**src/rtl/decode_stage.sv**
```systemverilog
// Decode stage: register file with writeback bypass, instruction decode,
// immediate extension and the ID/EX pipeline register.
module decode_stage #(
  parameter int unsigned REGS  = 16,
  parameter int unsigned WIDTH = 32
) (
  input  logic             clock,
  input  logic             clr,
  input  logic             pipeEnable,
  input  logic             flushPipe,
  input  logic [31:0]      instIn,
  input  logic [WIDTH-1:0] pcPlus4In,
  input  logic             wbEnable,
  input  logic [3:0]       wbAddr,
  input  logic [WIDTH-1:0] wbData,
  output logic [WIDTH-1:0] rd1Out,
  output logic [WIDTH-1:0] rd2Out,
  output logic [WIDTH-1:0] immOut,
  output logic [3:0]       ra1Out,
  output logic [3:0]       ra2Out,
  output logic [3:0]       rdAddrOut,
  output logic [3:0]       condOut,
  output logic [1:0]       aluCtrlOut,
  output logic             aluSrcOut,
  output logic             setFlagsOut,
  output logic             memWriteOut,
  output logic             memToRegOut,
  output logic             regWriteOut,
  output logic             branchOut,
  output logic             validOut
);

  localparam int unsigned STORED = REGS - 1;
  localparam logic [3:0]  PC_REG = 4'd15;
  localparam logic [1:0]  ALU_ADD = 2'b00;
  localparam logic [1:0]  ALU_SUB = 2'b01;
  localparam logic [1:0]  ALU_AND = 2'b10;
  localparam logic [1:0]  ALU_ORR = 2'b11;

  logic [WIDTH-1:0] regFile [STORED];

  logic [3:0]       ra1, ra2, rdAddr;
  logic [WIDTH-1:0] imm, rd1, rd2;
  logic [1:0]       aluCtrl;
  logic             aluSrc, setFlags, memWrite, memToReg, regWrite, branch, valid;

  // Register file: R15 is the PC and has no storage
  always_ff @(posedge clock or negedge clr) begin
    if (!clr) begin
      for (int i = 0; i < int'(STORED); i++) regFile[i] <= '0;
    end else if (wbEnable && wbAddr != PC_REG) begin
      regFile[wbAddr] <= wbData;
    end
  end

  // Combinational reads: PC+8 for R15, then same-cycle writeback bypass
  assign rd1 = (ra1 == PC_REG) ? pcPlus4In + WIDTH'(4) :
               (wbEnable && wbAddr == ra1) ? wbData : regFile[ra1];
  assign rd2 = (ra2 == PC_REG) ? pcPlus4In + WIDTH'(4) :
               (wbEnable && wbAddr == ra2) ? wbData : regFile[ra2];

  // Instruction decode
  always_comb begin
    ra1      = instIn[19:16];
    ra2      = instIn[3:0];
    rdAddr   = instIn[15:12];
    imm      = WIDTH'(instIn[7:0]);
    aluCtrl  = ALU_ADD;
    aluSrc   = 1'b0;
    setFlags = 1'b0;
    memWrite = 1'b0;
    memToReg = 1'b0;
    regWrite = 1'b0;
    branch   = 1'b0;
    valid    = 1'b1;
    unique case (instIn[27:26])
      2'b00: begin
        unique case (instIn[24:21])
          4'b0100: begin aluCtrl = ALU_ADD; regWrite = 1'b1; setFlags = instIn[20]; aluSrc = instIn[25]; end
          4'b0010: begin aluCtrl = ALU_SUB; regWrite = 1'b1; setFlags = instIn[20]; aluSrc = instIn[25]; end
          4'b0000: begin aluCtrl = ALU_AND; regWrite = 1'b1; setFlags = instIn[20]; aluSrc = instIn[25]; end
          4'b1100: begin aluCtrl = ALU_ORR; regWrite = 1'b1; setFlags = instIn[20]; aluSrc = instIn[25]; end
          4'b1010: begin aluCtrl = ALU_SUB; setFlags = 1'b1; aluSrc = instIn[25]; end
          default: ;
        endcase
      end
      2'b01: begin
        aluSrc = 1'b1;
        imm    = WIDTH'(instIn[11:0]);
        if (instIn[20]) begin
          regWrite = 1'b1;
          memToReg = 1'b1;
        end else begin
          memWrite = 1'b1;
          ra2      = instIn[15:12];
        end
      end
      2'b10: begin
        branch = 1'b1;
        ra1    = PC_REG;
        aluSrc = 1'b1;
        imm    = WIDTH'({{6{instIn[23]}}, instIn[23:0], 2'b00});
      end
      default: valid = 1'b0;
    endcase
  end

  // ID/EX register: flush beats stall
  always_ff @(posedge clock or negedge clr) begin
    if (!clr) begin
      rd1Out <= '0; rd2Out <= '0; immOut <= '0;
      ra1Out <= '0; ra2Out <= '0; rdAddrOut <= '0; condOut <= '0; aluCtrlOut <= '0;
      aluSrcOut <= 1'b0; setFlagsOut <= 1'b0; memWriteOut <= 1'b0; memToRegOut <= 1'b0;
      regWriteOut <= 1'b0; branchOut <= 1'b0; validOut <= 1'b0;
    end else if (flushPipe) begin
      rd1Out <= '0; rd2Out <= '0; immOut <= '0;
      ra1Out <= '0; ra2Out <= '0; rdAddrOut <= '0; condOut <= '0; aluCtrlOut <= '0;
      aluSrcOut <= 1'b0; setFlagsOut <= 1'b0; memWriteOut <= 1'b0; memToRegOut <= 1'b0;
      regWriteOut <= 1'b0; branchOut <= 1'b0; validOut <= 1'b0;
    end else if (pipeEnable) begin
      rd1Out <= rd1; rd2Out <= rd2; immOut <= imm;
      ra1Out <= ra1; ra2Out <= ra2; rdAddrOut <= rdAddr; condOut <= instIn[31:28];
      aluCtrlOut <= aluCtrl; aluSrcOut <= aluSrc; setFlagsOut <= setFlags;
      memWriteOut <= memWrite; memToRegOut <= memToReg; regWriteOut <= regWrite;
      branchOut <= branch; validOut <= valid;
    end
  end

endmodule

```
**config.mk**
```make
export PLATFORM = sky130hd
export DESIGN_NAME = decode_stage
export DESIGN_NICKNAME = d
export VERILOG_FILES = /design/src/rtl/decode_stage.sv
export SDC_FILE = /design/constraint.sdc
export NUM_CORES = 1
export LEC_CHECK = 0
export BUFFER_PORTS_ARGS = -buffer_cell sky130_fd_sc_hd__buf_2
export CAP_MARGIN = 10
export CORE_MARGIN = 2
export CORE_UTILIZATION = 55
export CTS_BUF_LIST = sky130_fd_sc_hd__clkbuf_16
export DETAILED_ROUTE_END_ITERATION = 7
export MAX_ROUTING_LAYER = met4
export PLACE_DENSITY = 0.71
export SYNTH_ARGS = -nofsm -noshare
export SYNTH_HDL_FRONTEND = slang
export SYNTH_SLANG_ARGS = --single-unit
```
**constraint.sdc**
```tcl
create_clock -name clock -period 4.89 [get_ports clock]
set_clock_uncertainty 0.05 [all_clocks]
set_input_delay 0.978 -clock clock [delete_from_list [all_inputs] [get_ports clock]]
set_output_delay 0.978 -clock clock [all_outputs]
set_load 0.005 [all_outputs]
```
Word-level counts from Yosys, hierarchy flattened
Cells that the tools add are included.

cells by class
  add/sub/neg operators = 1
  order comparisons = 4
  equality and inequality tests = 11
  mux-type cells = 61
  bitwise logic cells = 3
  reductions and logical operators = 12

operator list
  operator                 number
  $bwmux W480              1
  $mux W32                 15
  $bmux W32 S4             2
  $demux W32 S4            1
  $pmux W32 S2             1
  $mux W4                  11
  $add A32 B3 Y32 const B  1
  $mux W1                  23
  $eq A4 B4 Y1 const B     4
  $ge A5 B5 Y1 const B     3
  $not A4 Y5               3
  $eq A4 B4 Y1             2
  $mux W2                  3
  $pmux W1 S2              3
  $pmux W2 S3              1
  $lt A5 B1 Y1 const B     1
  $reduce_or A5 Y1         1
  $eq A4 B2 Y1 const B     1
  $eq A4 B3 Y1 const B     1
  $logic_and A1 B1 Y1      4
  $logic_not A4 Y1         1
  $ne A4 B4 Y1 const B     1
  $reduce_or A2 Y1         2
  $reduce_or A4 Y1         1
  other kinds (5)          5

word-level totals
  flip-flop bits (word level) = 601
  bits of input ports = 105
  output and inout bits = 121
  word-level logic and storage cells = 122

Depth between registers and ports, before layout
Gate-level depths: netlist of run 1.

  word-level depth = 10
  depth in mapped cells = 13
  gate-level depth less buffers = 8

Least setup slack after synthesis of run 1
Ideal clock, no wire load.

  path kind = input port to flip-flop
  start = in instIn[27]
  end = reg rd2Out[7]
  setup time = 0.099 ns
  arrival = 3.125 ns
  required time = 4.741 ns
  setup slack = 1.615 ns
  stages = 10
  path buffers = 2
  cells stage by stage = inv_1 -> ha_1 -> and3b_1 -> buf_2 -> a21oi_2 -> mux2_2 -> or3_1 -> buf_2 -> o31a_1 -> a311oi_1

on the way
  cells in the longest elaborated chain, start to end = 10
  elaborated cells between the ends (all ways) = 13
  classes of those cells = eq/ne: 3; mux: 8; bitwise: 1; reduce/logical: 1

ends and longest elaborated chain
  what                                          RTL line  source
  start: declaration                            11        input logic [31:0] instIn,
  $eq A2 B1 Y1 (*)                              76        unique case (instIn[27:26])
  $mux W4 (*)                                   76
  $not A4 Y5 (not written as such)              60        (wbEnable && wbAddr == ra2) ? wbData : regFile[ra2];
  $bmux W32 S4                                  60
  $mux W32 (not written as such) (2 in series)  60
  $mux W32                                      60
  $mux W32 (*)                                  59        assign rd2 = (ra2 == PC_REG) ? pcPlus4In + WIDTH'(4) :
  $mux W32 (*)                                  120       end else if (pipeEnable) begin
  $mux W32 (*)                                  115       end else if (flushPipe) begin
  end signal: assignment                        121       rd1Out <= rd1; rd2Out <= rd2; immOut <= imm;
  end: declaration                              17        output logic [WIDTH-1:0] rd2Out,

Every way passes the cells marked *; elsewhere a longest branch is shown, timed or not. The select of a mux whose other input is x is not followed.
A chain may end at the register's enable or synchronous reset.

Final worst setup path of run 1
  start = in instIn[27]
  end = reg rd2Out[19]

Same word-level chain as after synthesis.

==> metrics, run 1 <==
status complete, no violations; Slew Limit Fails 0; worst skew pair latency 0.63 ns; vias in the first global route 30020; WP data required 5.28 ns; TritonRoute pass-1 iters 8; DIE WIDTH 255.1 um; Yosys reg bits 595; ys async rst share 100.0%; top_reg_cell synth dfrtp_1; unrepaired setup endpoints after global routing no; Synth area leaders dfrtp_1 43%, mux2_2 15%, mux2i_1 9.4%, o21ai_0 3.3%, nand2_1 3.1%; 1st-iter DRT viols 4840; Power Dens Cells 390.3 mW/mm^2; Area growth syn-to-layout 12.62%; worst hold slack 0.3992 ns; Worst setup SP type input pin; Port Buffer Count 225; Comb pwr share 23.9%; Critical R2R Capture rd1Out[15]$_DFFE_PN0P_; P_int 0.01019 W; Die Y 255.1 um; final hold vios 0; I/O Pins 226; Global Route Usage Sum 43.87%; syn nets 3472; CTS tree yes; pin count of the biggest net entering global routing 105; hold_buf cts 0; max cap viols 0; Initial Util 55.27%; R2R cell count 7; EDFF count, synth 0; Filler cells 5052; worst r2r src regFile[303]$_DFFE_PN0P_; endpoints failing setup 0; die area 0.06506 mm^2; critical setup path kind in2reg; synthesized area 0.03467 mm^2; cells after synthesis 3362; fin crit period 3.804 ns; Synth Area per Inst 10.31 um^2; CP arrival 4.20 ns; Worst Setup End Kind flip-flop; Clock Sinks 595; drt via density 7.216; Highest Clock Rate 0.2629 GHz; switching power 0.005052 W; Switching Fraction 33.15%; DRC 0; Hold Path Class in2async; final wirelength 140500 um; worst-margin pin slew 1.336 ns; Synth top area share 42.94%; antenna violations before repair 11; vias 31620; grt total ovfl 0; Root Buffer clkbuf_16; Ys Warns 0; Synth cell types 79; site row count 92; Rel. slew slack 10.56%; global-route wire length before repair 202600 um; Post-CTS Setup Inserts 0; drt wl/cell 32.07 um; R2R setup slack 2.34 ns; period utilization 77.80%; Reg clk slew, reported paths 0.06 ns; ANT nets after route 0; deepest clock path buffer count 3; Clk network pwr share 31.2%; Flop pwr share 44.9%; Yosys top cell by area dfrtp_1; post-cts resize count 0; gp weighted congestion 1.023; share of layout cells above drive strength 1 28.19%; Total Nets Final 3577; core area 0.06274 mm^2; maximum vdd drop 294.4 uV; final setup TNS 0 ns; # H-tree levels 3; static leakage 17.35 nW; DP HPWL 93690 um; Seq/Total Area, Yosys 42.94%; CTS buffer count 68; maximum fanout along the worst path 25
-- critical path, cell delays in order --
cell      delay (ns)
buf_2           0.11
inv_1           0.06
ha_1            0.35
nand2b_4        0.43
buf_4           0.41
mux2i_1         0.28
nand2_1         0.33
buf_4           0.31
o311ai_1        0.86
a21oi_1         0.08
-- cells by family (layout without fill, tap and decap cells) --
group | count (synthesis) | after routing | share of synthesized area, %
muxes | 803 | 803 | 25.85
xor gates and xnor gates | 28 | 28 | 0.7073
adders and majority gates | 5 | 5 | 0.1804
AOI/OAI and AO/OA | 866 | 866 | 16.89
buffers and inverters | 385 | 542 | 4.634
other | 0 | 16 | 0
DFF | 595 | 595 | 42.94
and+or+nand+nor | 680 | 680 | 8.805
-- layer usage --
layer  share of wire, %  GRT usage (%)
met2                 42          60.91
met5                  0              -
met1                 38          56.38
met4                5.5          21.97
met3                 14          15.77
-- flip-flops by register name, summed over array words and instances (netlist names) --
name / cells
condOut: 4
validOut: 1
memToRegOut: 1
regWriteOut: 1
rd2Out: 32
branchOut: 1
setFlagsOut: 1
immOut: 26
aluSrcOut: 1
rdAddrOut: 4
regFile: 480
ra1Out: 4
rd1Out: 32
memWriteOut: 1
ra2Out: 4
aluCtrlOut: 2
-- worst max-delay path by stage --
| stage | startpoint | end | cells past startpoint |
|---|---|---|---|
| after CTS | instIn[27] | rd2Out[19]$_DFFE_PN0P_ | 10 |
| after global routing | instIn[27] | rd2Out[19]$_DFFE_PN0P_ | 10 |
| after floorplan | instIn[27] | rd2Out[7]$_DFFE_PN0P_ | 10 |
| after global placement | instIn[27] | rd2Out[19]$_DFFE_PN0P_ | 10 |
| after detailed placement | instIn[27] | rd2Out[19]$_DFFE_PN0P_ | 10 |
| final | instIn[27] | rd2Out[19]$_DFFE_PN0P_ | 10 |
-- cells in the final DEF, fill, tap and decap left out, drive strengths merged, types with 65 or more instances in the layout --
| cell | synthesis | routed |
|---|---|---|
| mux2i | 326 | 326 |
| dfrtp | 595 | 595 |
| a211oi | 78 | 78 |
| a21oi | 129 | 129 |
| clkbuf | 213 | 68 |
| inv | 46 | 65 |
| o21ai | 229 | 229 |
| nand2 | 286 | 286 |
| nor2 | 191 | 191 |
| mux2 | 448 | 448 |
| buf | 124 | 372 |
-- Yosys cell counts (37+ instances only) --
library cell	n
nand2b_1	37
nand2_1	286
dfrtp_1	595
nand3_1	44
a21oi_1	127
buf_2	90
mux2i_1	326
o21ai_0	228
inv_1	45
o32ai_1	44
clkbuf_1	213
mux2_2	448
a31oi_1	46
o22ai_1	56
a211oi_1	77
nor2_1	191
a221oi_1	42
-- area by class of cell --
cell class,instances,area [um^2],area share [%]
diodes,16,40.04,0.1025
multi-input cells,2382,18380,47.06
clock buffers,68,1702,4.358
clock inverters,54,291.5,0.7466
repair buffers,372,2510,6.428
well taps,846,1059,2.711
flip-flops and latches,595,14890,38.13
inverters,48,180.2,0.4614
-- per-stage QoR --
stage / total power (W) / setup slack (ns) / util [%] / area [um^2] / std cells
after floorplan: 0.008968 / 1.615 / - / 34670 / 3362
after global placement: 0.01019 / 0.4236 / 59.00 / 37010 / 4243
after detailed placement: 0.01038 / 0.4290 / 59.00 / 37010 / 4243
after CTS: 0.01508 / 1.021 / 62.18 / 39010 / 4365
after global routing: 0.01578 / 0.9703 / 62.21 / 39030 / 4373
final: 0.01524 / 1.086 / 62.24 / 39050 / 4381
-- power groups by stage --
stage               combinational [W]  clock (W)  sequential, W
detailed placement            0.00352          0        0.00686
global placement              0.00341          0        0.00677
CTS                           0.00354    0.00476        0.00678
floorplan                     0.00241          0        0.00656
global route                  0.00387    0.00498        0.00693
finish                        0.00365    0.00475        0.00684
Power figures use the tool's default switching activity.
==> run 2, diff against run 1 <==
--- a/config.mk
+++ b/config.mk
@@ -12,7 +12,7 @@
 export CTS_BUF_LIST = sky130_fd_sc_hd__clkbuf_16
 export DETAILED_ROUTE_END_ITERATION = 7
 export MAX_ROUTING_LAYER = met4
-export PLACE_DENSITY = 0.71
+export PLACE_DENSITY = 0.74
 export SYNTH_ARGS = -nofsm -noshare
 export SYNTH_HDL_FRONTEND = slang
 export SYNTH_SLANG_ARGS = --single-unit
==> constraint.sdc (replaced) <==
create_clock -name clock -period 3.3 [get_ports clock]
set_clock_uncertainty 0.05 [all_clocks]
set_input_delay 0.66 -clock clock [delete_from_list [all_inputs] [get_ports clock]]
set_output_delay 0.66 -clock clock [all_outputs]
set_load 0.005 [all_outputs]
==> run 2 against run 1 <==
- final cell count increased by 3.5%
- die area stayed put
- highest routed layer unchanged
- worst hold slack got worse by 0.16 ns
- flip-flop and latch count unchanged
- power increased by 56%
- via count up 1.7%
- routed wire length is 0.88% higher
- largest cell class unchanged
==> metrics, run 2 (synthesis results as in run 1) <==
status complete, no violations (unchanged); Area growth syn-to-layout 18.04% (was 12.62%); Worst Setup End Kind flip-flop (unchanged); DIE WIDTH 255.1 um (unchanged); # H-tree levels 3 (unchanged); final wirelength 141700 um (was 140500 um); Endpoint, Worst Hold condOut[3]$_DFFE_PN0P_; Largest regs regFile (480), rd1Out (32), rd2Out (32) (unchanged); critical setup path kind in2reg (unchanged); most common cell after layout, fill and taps aside dfrtp_1 (unchanged); drt via density 7.091 (was 7.216); CTS tree yes (unchanged); maximum fanout along the worst path 19 (was 25); Clock Sinks 595 (unchanged); vias 32150 (was 31620); met3 GRT Util 15.71% (was 15.77%); Highest Clock Rate 0.3356 GHz; 1st-iter DRT viols 5016 (was 4840); ANT nets after route 0 (unchanged); maximum vdd drop 357.5 uV (was 294.4 uV); max cap viols 0 (unchanged); die area 0.06506 mm^2 (unchanged); Reg clk slew, reported paths 0.06 ns (about the same); drt wl/cell 31.26 um (was 32.07 um); worst r2r src regFile[81]$_DFFE_PN0P_ (was regFile[303]$_DFFE_PN0P_); Initial Util 55.27% (unchanged); R2R setup slack 1.13 ns (was 2.34 ns); Port Buffer Count 225 (unchanged); Top Usage Layer GRT met2 (unchanged); most frequent cells in the layout 595 x dfrtp_1, 448 x mux2_2, 325 x mux2i_1 (unchanged); Core Util, Final 65.24% (was 62.24%); Reg area 0.01489 mm^2 (unchanged); deepest clock path buffer count 3 (unchanged); WP data required 3.73 ns (was 5.28 ns); I/O Pins 226 (unchanged); Total Nets Final 3731 (was 3577); global-route wire length before repair 204300 um (was 202600 um); worst skew pair latency 0.64 ns (was 0.63 ns); gp weighted congestion 1.033 (was 1.023); post-cts resize count 0 (unchanged); share of layout cells above drive strength 1 31.46% (was 28.19%); Top reg by flops regFile (unchanged); Worst Hold Depth 3; Hold Path Class in2reg (was in2async); site row count 92 (unchanged); Multi-input gate area 0.01838 mm^2 (about the same); endpoints failing setup 0 (unchanged); worst-margin pin slew 0.8462 ns (was 1.336 ns); DP Worst Slack -0.1999 ns (was 0.4290 ns); unrepaired setup endpoints after global routing no (unchanged); Rel. slew slack 43.58% (was 10.56%); critical hold path startpoint instIn[31]; R2R cell count 6 (was 7); fin crit period 2.979 ns; core area 0.06274 mm^2 (unchanged); DP HPWL 97710 um (was 93690 um); grt total ovfl 0 (unchanged); Root Buffer clkbuf_16 (unchanged); period utilization 90.29%; Worst setup SP type input pin (unchanged); TritonRoute pass-1 iters 7 (was 8); Global Route Usage Sum 44.10% (was 43.87%); Largest register FFs 480 (unchanged); antenna violations before repair 12 (was 11); global-route met2 utilization 59.62% (was 60.91%); Global Route met1 Usage 56.76% (was 56.38%); Critical R2R Capture rd1Out[17]$_DFFE_PN0P_ (was rd1Out[15]$_DFFE_PN0P_); pin count of the biggest net entering global routing 100 (was 105); Filler cells 4889 (was 5052); CP arrival 3.41 ns (was 4.20 ns); Slew Limit Fails 0 (unchanged); static leakage 18.39 nW (was 17.35 nW); Power Dens Cells 579.6 mW/mm^2 (was 390.3 mW/mm^2); Die Y 255.1 um (unchanged); DRC 0 (unchanged); setup ws final 0.3205 ns (was 1.086 ns); final hold vios 0 (unchanged); vias in the first global route 30490 (was 30020); CTS buffer count 67 (was 68)
-- run 2: cell count changes in the layout (fill, tap and decap cells not counted), moves of 2 or more --
cell       before  now
buf_4         130  250
buf_12         20   54
bufinv_16       1   10
clkinv_1       19   12
inv_6           5    1
inv_1          59   56
clkbuf_16      68   70
clkinv_4        0    2
clkinv_8        1    3
diode_2        16   14
-- run 2: worst max path at each step --
stage	from	end	slack, ns	cells past startpoint
after floorplan	instIn[27]	rd2Out[7]$_DFFE_PN0P_	0.34	10
after global placement	instIn[27]	rd2Out[25]$_DFFE_PN0P_	-0.09	11
after detailed placement	instIn[27]	rd2Out[26]$_DFFE_PN0P_	-0.20	12
after CTS	instIn[27]	rd2Out[26]$_DFFE_PN0P_	0.46	12
after global routing	instIn[27]	rd2Out[26]$_DFFE_PN0P_	0.28	12
final	instIn[27]	rd2Out[26]$_DFFE_PN0P_	0.32	12
-- run 2: area by class of cell --
class | instances | area share [%]
Sequential cell | 595 | 36.38
Tap cell | 846 | 2.586
Clock inverter | 52 | 1.299
Clock buffer | 70 | 4.280
Inverter | 48 | 0.4402
Multi-Input combinational cell | 2382 | 44.91
Timing Repair Buffer | 527 | 10.02
Antenna cell | 14 | 0.08560
-- run 2: routing by layer --
metal | wire length (um) | part of all wire [%]
met1 | 53430 | 38
met4 | 9525 | 6.7
met3 | 21440 | 15
met5 | 0 | 0
met2 | 57340 | 40
-- run 2: critical path, stage by stage --
cell	delay (ns)
buf_2	0.11
inv_1	0.08
ha_1	0.41
nand2b_4	0.20
buf_12	0.21
a21o_2	0.25
buf_4	0.20
buf_4	0.17
a211oi_1	0.24
a311oi_1	0.10
o311ai_0	0.60
a31oi_1	0.17
-- run 2: where the power goes --
part / internal (W) / switching, W / leakage (nW)
Combinational: 0.00272 / 0.00295 / 9.78
Clock: 0.00464 / 0.00325 / 1.17
Sequential: 0.00875 / 0.00140 / 7.45
-- run 2: metrics by stage --
step / TNS (ns) / power [W] / hold slack (ns) / cells / area [um^2]
2_1_floorplan: 0 / 0.01329 / 0.3144 / 3362 / 34670
3_3_place_gp: -0.2448 / 0.01543 / 0.4182 / 4397 / 38600
3_5_place_dp: -0.5831 / 0.01563 / 0.4277 / 4397 / 38600
4_1_cts: 0 / 0.02348 / 0.2212 / 4520 / 40890
5_1_grt: 0 / 0.02451 / 0.2498 / 4532 / 40920
6_report: 0 / 0.02372 / 0.2349 / 4534 / 40930
-- run 2: what timing repair did --
action                                 CTS  global route
buffers inserted                         0             0
hold buffers                             1             0
endpoints found under the hold margin   30             0
